## src/rtl/dec_onehot_scoreboard.sv

```systemverilog
// Registered one-hot destination decoder with a per-entry busy scoreboard.
// Set marks an entry busy and pulses dec_out. Clear retires the entry. Two read ports expose busy bits to hazard logic.
module dec_onehot_scoreboard #(
    parameter int SEL_W     = 5,
    parameter int ZERO_HOLD = 1
) (
    input  logic                    clk,
    input  logic                    rst_n,
    input  logic                    enable,
    input  logic                    set_valid,
    input  logic [SEL_W-1:0]        set_sel,
    input  logic                    clr_valid,
    input  logic [SEL_W-1:0]        clr_sel,
    input  logic [SEL_W-1:0]        chk_sel_a,
    input  logic [SEL_W-1:0]        chk_sel_b,
    output logic [(1<<SEL_W)-1:0]   dec_out,
    output logic [(1<<SEL_W)-1:0]   busy,
    output logic                    busy_a,
    output logic                    busy_b,
    output logic [SEL_W:0]          busy_cnt,
    output logic                    full,
    output logic                    err
);

    localparam int N     = 1 << SEL_W;
    localparam int CNT_W = SEL_W + 1;

    logic [N-1:0]     set_m;
    logic [N-1:0]     clr_m;
    logic [N-1:0]     dec_q, dec_d;
    logic [N-1:0]     busy_q, busy_d;
    logic [CNT_W-1:0] cnt_q, cnt_d;
    logic             err_q, err_d;

    logic set_new;
    logic set_dup;
    logic clr_retire;
    logic clr_bad;

    // NOTE: every signal written in always_comb gets a default first, so no latch is inferred.
    always_comb begin
        set_m = '0;
        clr_m = '0;
        if (set_valid) set_m[set_sel] = 1'b1;
        if (clr_valid) clr_m[clr_sel] = 1'b1;
        // Index 0 is hard-wired zero. Requests to it must not change busy, the count or err.
        if (ZERO_HOLD != 0) begin
            set_m[0] = 1'b0;
            clr_m[0] = 1'b0;
        end
    end

    // Classify this cycle's requests against the registered busy vector.
    always_comb begin
        set_new    = |(set_m & ~busy_q);
        set_dup    = |(set_m &  busy_q);
        clr_retire = |(clr_m &  busy_q & ~set_m);
        clr_bad    = |(clr_m & ~busy_q & ~set_m);
    end

    always_comb begin
        dec_d  = dec_q;
        busy_d = busy_q;
        cnt_d  = cnt_q;
        err_d  = err_q;
        if (enable) begin
            dec_d  = set_m;
            busy_d = (busy_q & ~clr_m) | set_m;
            // At most one set and one clear per cycle, so the count moves by at most one.
            if (set_new && !clr_retire) begin
                cnt_d = cnt_q + CNT_W'(1);
            end else if (clr_retire && !set_new) begin
                cnt_d = cnt_q - CNT_W'(1);
            end
            if (set_dup || clr_bad) err_d = 1'b1;
        end
    end

    // NOTE: state registers use non-blocking assignments only, so every flop samples pre-edge values.
    always_ff @(posedge clk or negedge rst_n) begin
        if (!rst_n) begin
            dec_q  <= '0;
            busy_q <= '0;
            cnt_q  <= '0;
            err_q  <= 1'b0;
        end else begin
            dec_q  <= dec_d;
            busy_q <= busy_d;
            cnt_q  <= cnt_d;
            err_q  <= err_d;
        end
    end

    assign dec_out  = dec_q;
    assign busy     = busy_q;
    assign busy_a   = busy_q[chk_sel_a];
    assign busy_b   = busy_q[chk_sel_b];
    assign busy_cnt = cnt_q;
    assign full     = (cnt_q == CNT_W'(N - ZERO_HOLD));
    assign err      = err_q;

endmodule

```

## config.mk

```make
export PLATFORM = sky130hd
export DESIGN_NAME = dec_onehot_scoreboard
export DESIGN_NICKNAME = d
export VERILOG_FILES = /design/src/rtl/dec_onehot_scoreboard.sv
export SDC_FILE = /design/constraint.sdc
export NUM_CORES = 1
export LEC_CHECK = 0
export CORE_MARGIN = 5
export CORE_UTILIZATION = 39
export DETAILED_ROUTE_END_ITERATION = 8
export GPL_ROUTABILITY_DRIVEN = 0
export PLACE_DENSITY = 0.66
export SLEW_MARGIN = 20
export SYNTH_ARGS = -nofsm -noshare
export SYNTH_HDL_FRONTEND = slang
export SYNTH_SLANG_ARGS = --single-unit
```

## constraint.sdc

```tcl
create_clock -name clk -period 3.1 [get_ports clk]
set_input_delay 0.465 -clock clk [delete_from_list [all_inputs] [get_ports clk]]
set_output_delay 0.465 -clock clk [all_outputs]
set_load 0.005 [all_outputs]
```

* Yosys cells after proc, flatten, opt, wreduce, memory -nomap -nowiden
Cells that the tools add are included.
** Operators by class
- Div/mod/pow operators :: 0
- Muxes and demuxes :: 12
- Bitwise logic cells :: 11
- Equal/unequal tests :: 1
- $mul :: 0
- $lt $le $gt $ge :: 6
- Add/sub/neg operators :: 2
- Reduce and logical (&&, ||, !) cells :: 14
- Shift-type cells :: 0
** Operators by type and width (count)
- $and 32x32->32 :: 7
- $reduce_or 32->1 :: 4
- $not 32->32 :: 3
- $mux 32 :: 2
- $or 32x32->32 :: 1
- $lt 5x6->1 const B :: 4
- $mux 6 :: 2
- $bmux 1 s5 :: 2
- $demux 1 s5 :: 2
- $ge 5x1->1 const B :: 2
- $add 6x1->6 const B :: 1
- $eq 6x5->1 const B :: 1
- $sub 6x1->6 const B :: 1
- $logic_and 1x1->1 :: 4
- $mux 1 :: 4
- $reduce_and 2->1 :: 2
- $logic_not 1->1 :: 2
- $reduce_bool 2->1 :: 1
- $logic_or 1x1->1 :: 1
** Storage, ports and cells
- Memory bits (read-only) :: 0
- Latch bits :: 0
- Word-level logic and storage cells :: 50
- Input port bits :: 25
- Output and inout bits :: 74
- RAM bits :: 0
- Register bits :: 70
- Memories kept :: 0

* Logic depth before layout (Yosys ltp)
Gate-level depths: netlist (run 1).
- Depth after elaboration :: 12
- Mapped depth :: 18
- Depth with buffers taken out :: 15

* Worst setup path before layout (run 1)
OpenSTA, ideal clock, no wires.
- Kind :: in2reg
- From :: input port set_sel[4]
- To :: register cnt_q[5] (netlist: busy_cnt[5])
- Library setup time :: 0.080 ns
- Stages on the path :: 16
- Arrival time :: 3.416 ns
- Required time :: 3.020 ns
- Path buffers :: 1
- Setup slack :: -0.396 ns
- Cell sequence :: buf_4 -> or4b_4 -> nor2_4 -> o22ai_2 -> nor3_2 -> o221ai_1 -> nor4_2 -> ha_1 -> inv_1 -> ha_1 -> a21o_1 -> a21oi_1 -> o21bai_1 -> a21oi_1 -> mux2i_1 -> xnor2_1
** On the way
- Longest elaborated chain between the ends :: 12
- Elaborated cells between the ends (all ways) :: 18
- Classes of those cells :: 2 x order compare; 4 x mux; 3 x bitwise; 9 x reduce/logical
** RTL lines
- start: declaration :: RTL line 11 : input logic [SEL_W-1:0] set_sel,
- $lt 5x6->1 (not written as such) or $ge 5x1->1 (tied branches) :: RTL line 44 : if (set_valid) set_m[set_sel] = 1'b1;
- $logic_and 1x1->1 (not written as such) :: RTL line 44
- $mux 1 (not written as such) :: RTL line 44
- $demux 1 s5 * :: RTL line 44
- $mux 32 * :: RTL line 44
- $not 32->32 :: RTL line 57 : clr_retire = |(clr_m & busy_q & ~set_m);
- $and 32x32->32 :: RTL line 57
- $reduce_or 32->1 :: RTL line 57
- $logic_not 1->1 :: RTL line 70 : if (set_new && !clr_retire) begin
- $logic_and 1x1->1 :: RTL line 70
- $reduce_bool 2->1 (no source line)
- $reduce_and 2->1 (no source line)
- end signal: assignment :: RTL line 89 : cnt_q <= cnt_d;
- end: declaration :: RTL line 32 : logic [CNT_W-1:0] cnt_q, cnt_d;
Every way passes the cells marked *; elsewhere a longest branch is shown, timed or not.
A chain may end at the register's enable or synchronous reset.

* Worst setup path in the final report (run 1)
- From :: input port set_sel[0]
- To :: register cnt_q[5] (netlist: busy_cnt[5])
The elaborated chain is that of the path after synthesis.

==> results of run 1 <==
[flip-flops by register name, summed over array words and instances (netlist names)]
signal / cells
err: 1
busy: 31
dec_out: 31
busy_cnt: 6
[report_power, final]
| group | switching, W | total, W | internal (W) |
|---|---|---|---|
| Clock | 0.000405 | 0.00119 | 0.000786 |
| Sequential | 0.000275 | 0.00130 | 0.00103 |
| Combinational | 0.000626 | 0.00144 | 0.000812 |
| Total | 0.00131 | 0.00393 | 0.00263 |
[routing by layer]
| layer | up-vias | part of all wire [%] | wire length [um] |
|---|---|---|---|
| met5 | - | 0 | 0 |
| met4 | 0 | 7.0 | 1460 |
| met3 | 172 | 13 | 2640 |
| met2 | 490 | 44 | 9270 |
| met1 | 2789 | 36 | 7620 |
| li1 | 2510 | - | - |
[layout make-up]
type	instances	share of cell area (%)
Clock buffer	10	3.04
Timing Repair Buffer	238	28.1
Multi-Input combinational cell	420	39.6
Clock inverter	6	1.48
Sequential cell	69	22.9
Inverter	40	2.03
Tap cell	172	2.86
[through the flow]
stage	setup WS, ps	cell area [um^2]	cells	util (%)	power, W
2_1_floorplan	-146	4950	570	-	0.00179
4_1_cts	-275	7290	944	58.4	0.00384
3_3_place_gp	-916	6780	916	54.4	0.00252
6_report	-259	7530	955	60.4	0.00393
3_5_place_dp	-1090	6780	916	54.4	0.00258
5_1_grt	-335	7530	955	60.4	0.00408
[synthesized netlist by cell type, drive strengths merged (4+ instances only)]
master / number / area [um^2]
a2111oi: 7 / 62.6
a211oi: 10 / 75.1
a21oi: 8 / 40.0
a31oi: 7 / 43.8
a32oi: 7 / 61.3
and2: 5 / 33.8
buf: 27 / 199
clkbuf: 14 / 52.6
dfrtp: 69 / 1730
ha: 5 / 62.6
inv: 40 / 150
mux2: 5 / 56.3
mux4: 18 / 405
nand2: 88 / 330
nand2b: 4 / 25.0
nand3: 41 / 205
nand3b: 5 / 37.5
nand4: 8 / 50.1
nand4b: 4 / 35.0
nor2: 34 / 138
nor3: 9 / 50.1
nor3b: 4 / 30.0
nor4: 6 / 43.8
o21ai: 73 / 365
o22ai: 11 / 75.1
o32ai: 4 / 35.0
[kinds of logic (layout without fill, tap and decap cells)]
family	Yosys count	after routing	synth area share [%]
multiplexers	24	24	9.62
adder cells (fa/ha/maj)	6	6	1.68
XOR/XNOR	5	5	0.893
other	1	2	0.0765
AND/OR/NAND/NOR	233	233	24.8
flip-flops	69	69	35.2
buffers and inverters	81	294	8.19
AO/OA/AOI/OAI	150	150	19.5
[path summary, 6_finish.rpt]
check / start / slack, ps / cells after the start / end
hold / removal: rst_n / 220 / 1 / dec_out[28]
min in group clk: busy_cnt[5] / 500 / 1 / busy_cnt[5]
hold reg to reg: busy_cnt[5] / 500 / 1 / busy_cnt[5]
setup / recovery: set_sel[0] / -260 / 18 / busy_cnt[5]
max in group asynchronous: rst_n / 2190 / 2 / busy[4]
setup reg to reg: busy[20] / 0 / 13 / busy_cnt[5]
[what timing repair did]
item | 4_1_cts | 5_1_grt
gates resized for setup | 56 | 43
pin swaps | 23 | 27
setup buffers | 13 | 11
hold buffers | 0 | 0
gates cloned | 0 | 1
endpoints found under the setup margin | 8 | 6
==> results.sh, run 1 <==
export IMPL_cts_tree="built"
export IMPL_die_h_um=122
export IMPL_cts_root_buf="clkbuf_16"
export IMPL_grt_start_max_net_pins=54
export IMPL_die_area_um2=14900
export IMPL_worst_setup_path_type="in2reg"
export IMPL_drt_pass1_iterations=9
export IMPL_die_w_um=122
export IMPL_cts_sinks=69
export IMPL_clk_latency_ps=350
export IMPL_clk_pin_slew_ps=60
export IMPL_hold_class="in2async"
export IMPL_nets=809
export IMPL_maxClockFrequency_mhz=298
export IMPL_setup_slack_ps=-259
export IMPL_num_vias=5961
export IMPL_rows=41
export IMPL_drv_slew=0
export IMPL_dr_first_iter_drc_count=1116
export IMPL_path_cells="clkdlybuf4s18_2 > buf_4 > and2_4 > buf_4 > buf_4 > nand2_1 > o221ai_2 > nor4_2 > nand4_1 > ha_2 > inv_4 > ha_4 > a21o_1 > a21oi_2 > o21bai_1 > a21oi_1 > mux2i_1 > xnor2_1"
export IMPL_synth_edff_count=0
export IMPL_syn_to_final_growth_pct=53.7
export IMPL_regArea_um2=1730
export IMPL_cp_end_kind="flip-flop"
export IMPL_dp_hpwl_mm=15.1
export IMPL_use_met1_pct=36.6
export IMPL_final_common_cell="buf_4"
export IMPL_wl_per_cell_um=22.0
export IMPL_cpMostUsedCell="buf_4"
export IMPL_syn_inst=569
export IMPL_ys_flop_type="dfrtp_1"
export IMPL_grt_pass1_wl_mm=32.4
export IMPL_ant_nets=0
export IMPL_critical_path_arrival_ps=3630
export IMPL_drt_total_wl_mm=21.0
export IMPL_h_tree_depth=3
export IMPL_crit_slowest_cell="nor4_2"
export IMPL_post_route_period_util_pct=108
export IMPL_finalSetupViolCount=4
export IMPL_slowest_delay_ps=360
export IMPL_tightest_slew_ps=849
export IMPL_worstPathMaxFanout=9
export IMPL_num_antenna_cells=0
export IMPL_fillers=1063
export IMPL_ys_ff_latch=69
export IMPL_drive_gt1_share_pct=30.4
export IMPL_antenna_found_initial=0
export IMPL_postSynth_asyncResetShare_pct=100
export IMPL_busiest_layer="met2"
export IMPL_crit_buf_inv=5
export IMPL_coreArea_um2=12500
export IMPL_start_kind="input port"
export IMPL_status="finished, violations left"
export IMPL_initial_core_util_pct=39.3
export IMPL_num_io_pins=99
export IMPL_rsz0062_at_grt="true"
export IMPL_met3_usage_pct=8.26
export IMPL_ys_warn_count=0
export IMPL_io_buffers=96
export IMPL_cpLargestDelayFamily="simple AND/OR/NAND/NOR gates"
export IMPL_drv_cap=0
export IMPL_whs_ps=223
export IMPL_grt_pass1_vias=5779
export IMPL_drc=59
export IMPL_vdd_drop_max_uv=254
export IMPL_grt_util_met2_pct=43.6
export IMPL_netlist_area_um2=4900
export IMPL_violations="design-rule violations, negative setup slack"
export IMPL_skew_ps=7.87
export IMPL_mostFrequentLayoutCells="128 x buf_4, 84 x nand2_1, 78 x clkdlybuf4s50_1"
export IMPL_ys_seq_area_share_pct=35.2
export IMPL_syn_avg_cell_area_um2=8.62
export IMPL_hold_viol=0
export IMPL_slew_headroom_pct=43.4
export IMPL_avgViaCountPerCell=6.24
export IMPL_grt_usage_pct=28.3
export IMPL_power_density_nw_per_um2=522
export IMPL_multiInputGateArea_um2=2980
export IMPL_netlist_cell_type_count=71
export IMPL_setup_tns_ps=-610
export IMPL_grt_overflow=0
export IMPL_period_needed_ps=3360
export IMPL_leakage_nw=3.23
export IMPL_cts_path_max_buffers=2
export IMPL_cts_buffers=9
export IMPL_crit_required_ps=3370
Power figures use the tool's default switching activity.
==> inputs of run 2 (changes only) <==
--- a/config.mk
+++ b/config.mk
@@ -7,6 +7,7 @@
 export LEC_CHECK = 0
 export CORE_MARGIN = 5
 export CORE_UTILIZATION = 39
+export CTS_CLUSTER_SIZE = 8
 export DETAILED_ROUTE_END_ITERATION = 8
 export GPL_ROUTABILITY_DRIVEN = 0
 export PLACE_DENSITY = 0.66
==> results of run 2 <==
Final layout, timing and power as in run 1 (identical DEF).
==> inputs of run 3 (changes only) <==
--- a/config.mk
+++ b/config.mk
@@ -11,6 +11,7 @@
 export DETAILED_ROUTE_END_ITERATION = 8
 export GPL_ROUTABILITY_DRIVEN = 0
 export PLACE_DENSITY = 0.66
+export SKIP_LAST_GASP = 1
 export SLEW_MARGIN = 20
 export SYNTH_ARGS = -nofsm -noshare
 export SYNTH_HDL_FRONTEND = slang
==> run 3 against run 2 <==
  * The flow still finishes with violations (design-rule violations, negative setup slack)
  * Hold slack got worse by 0.79 ps
  * Clock skew up 0.58 ps
  * Routed wire length is 1.2% higher
  * Sequential power about the same
  * Global-route usage about the same
  * Register-to-register slack got worse by 120 ps
  * Via count is 0.37% lower
  * Maximum frequency is 0.71% lower
  * Clock-buffer cell count did not move
  * Final cell count is 0.52% higher
  * Design area is 0.15% higher
  * First-iteration DRC count rose by 1.2%
==> results.sh, run 3 (same netlist as run 1, synthesis figures left out) <==
export IMPL_ant_nets=0
export IMPL_worst_setup_path_type="in2reg"
export IMPL_die_area_um2=14900
export IMPL_h_tree_depth=3
export IMPL_critical_path_arrival_ps=3620
export IMPL_drv_cap=0
export IMPL_start_kind="input port"
export IMPL_finalSetupViolCount=5
export IMPL_setup_slack_ps=-283
export IMPL_grt_pass1_wl_mm=32.5
export IMPL_status="finished, violations left"
export IMPL_regArea_um2=1730
export IMPL_hold_viol=0
export IMPL_drv_slew=0
export IMPL_dr_first_iter_drc_count=1129
export IMPL_grt_overflow=0
export IMPL_crit_required_ps=3340
export IMPL_worstPathMaxFanout=5
export IMPL_cts_path_max_buffers=2
export IMPL_multiInputGateArea_um2=2990
export IMPL_maxClockFrequency_mhz=296
export IMPL_antenna_found_initial=0
export IMPL_cpLargestDelayFamily="simple AND/OR/NAND/NOR gates"
export IMPL_final_common_cell="buf_4"
export IMPL_crit_slowest_cell="or4_4"
export IMPL_finalNonFillerCells=960
export IMPL_grt_start_max_net_pins=54
export IMPL_period_needed_ps=3380
export IMPL_cpMostUsedCell="buf_4"
export IMPL_fin_util_pct=60.5
export IMPL_syn_to_final_growth_pct=53.9
export IMPL_reg2reg_depth=14
export IMPL_hold_class="in2async"
export IMPL_wl_met1_mm=7.73
export IMPL_leakage_nw=3.24
export IMPL_num_io_pins=99
export IMPL_nets=814
export IMPL_crit_buf_inv=7
export IMPL_cts_tree="built"
export IMPL_power_density_nw_per_um2=522
export IMPL_wl_per_cell_um=22.1
export IMPL_post_route_period_util_pct=109
export IMPL_die_w_um=122
export IMPL_die_h_um=122
export IMPL_slew_headroom_pct=43.8
export IMPL_slowest_delay_ps=450
export IMPL_power_w=0.00394
export IMPL_initial_core_util_pct=39.3
export IMPL_grt_pass1_vias=5789
export IMPL_rsz0062_at_grt="true"
export IMPL_clk_pin_slew_ps=60
export IMPL_skew_ps=8.45
export IMPL_drc=121
export IMPL_num_antenna_cells=0
export IMPL_drt_pass1_iterations=9
export IMPL_grt_usage_pct=28.3
export IMPL_top_layer="met5"
export IMPL_path_cells="buf_4 > buf_6 > and4bb_4 > nand2_2 > buf_6 > o22ai_1 > or4_4 > nor4_2 > nand4_1 > ha_2 > buf_4 > buf_4 > buf_4 > fa_2 > inv_2 > a21o_1 > a21oi_2 > xor2_1 > o21ai_1"
export IMPL_mostFrequentLayoutCells="138 x buf_4, 83 x nand2_1, 78 x clkdlybuf4s50_1"
export IMPL_setup_tns_ps=-778
export IMPL_dr_wl_met2_mm=9.35
export IMPL_fillers=1064
export IMPL_rows=41
export IMPL_timing_rr_end="busy_cnt[4]"
export IMPL_num_vias=5939
export IMPL_coreArea_um2=12500
export IMPL_dp_cells=916
export IMPL_place_ws_ps=-1090
export IMPL_wl_met3_mm=2.63
export IMPL_setup_worst_path_start="set_valid"
export IMPL_dp_hpwl_mm=15.1
export IMPL_cts_root_buf="clkbuf_16"
export IMPL_io_buffers=96
export IMPL_violations="design-rule violations, negative setup slack"
export IMPL_r2r_slack_ps=-120
export IMPL_tightest_slew_ps=843
export IMPL_cts_sinks=69
export IMPL_cp_end_kind="flip-flop"
export IMPL_avgViaCountPerCell=6.19
export IMPL_vdd_drop_max_uv=255
export IMPL_cts_buffers=9
export IMPL_clk_latency_ps=350
export IMPL_drive_gt1_share_pct=31.5
export IMPL_drt_total_wl_mm=21.3
export IMPL_r2r_start="busy[18]"
run 3: cell types whose count changed in the layout (fill, tap and decap cells not counted), sizes merged:
cell / previous run / this run
clkdlybuf4s18: 1 / 0
dlygate4sd2: 7 / 6
buf: 147 / 154
run 3: worst max-delay path by stage:
stage                              to  slack, ps  depth (start not counted)
after floorplan           busy_cnt[5]       -150                         17
after global placement    busy_cnt[5]       -920                         17
after detailed placement  busy_cnt[4]      -1090                         14
after CTS                 busy_cnt[5]       -280                         18
after global routing      busy_cnt[4]       -350                         18
final                     busy_cnt[4]       -280                         19
run 3: through the flow:
step           cell area [um^2]  hold WS [ps]
3_3_place_gp               6780           490
6_report                   7550           223
3_5_place_dp               6780           489
4_1_cts                    7280           255
2_1_floorplan              4950           169
5_1_grt                    7550           307
run 3: area by class of cell:
type / instances / area share, %
timing repair buffer: 243 / 28.2
clock inverter: 6 / 1.48
clock buffer: 10 / 3.03
multi-input combinational: 420 / 39.6
sequential: 69 / 22.9
tap: 172 / 2.85
inverter: 40 / 2.02
run 3: power breakdown:
part / leakage, nW / internal (W) / switching [W]
Clock: 0.163 / 0.000786 / 0.000411
Sequential: 0.911 / 0.00103 / 0.000277
Combinational: 2.17 / 0.000809 / 0.000630
run 3: worst reg2reg max path, cell delays in order (launching register included):
cell	delay, ps
dfrtp_1	570
o32a_1	310
o221ai_2	150
nor4_2	370
nand4_1	230
ha_2	270
buf_4	140
buf_4	120
buf_4	130
fa_2	360
inv_2	60
a21o_1	130
a21oi_2	60
xor2_1	150
o21ai_1	80
run 3: what timing repair did:
action	4_1_cts	5_1_grt
hold buffers	0	0
buffers inserted	13	19
pin swaps	23	32
endpoints found under the setup margin	8	6
gates resized for setup	55	47
run 3: routing by layer:
metal,track usage [%],vias up
met1,36.6,2761
li1,-,2515
met2,43.6,477
met4,13.6,2
met3,8.31,184
met5,0,-
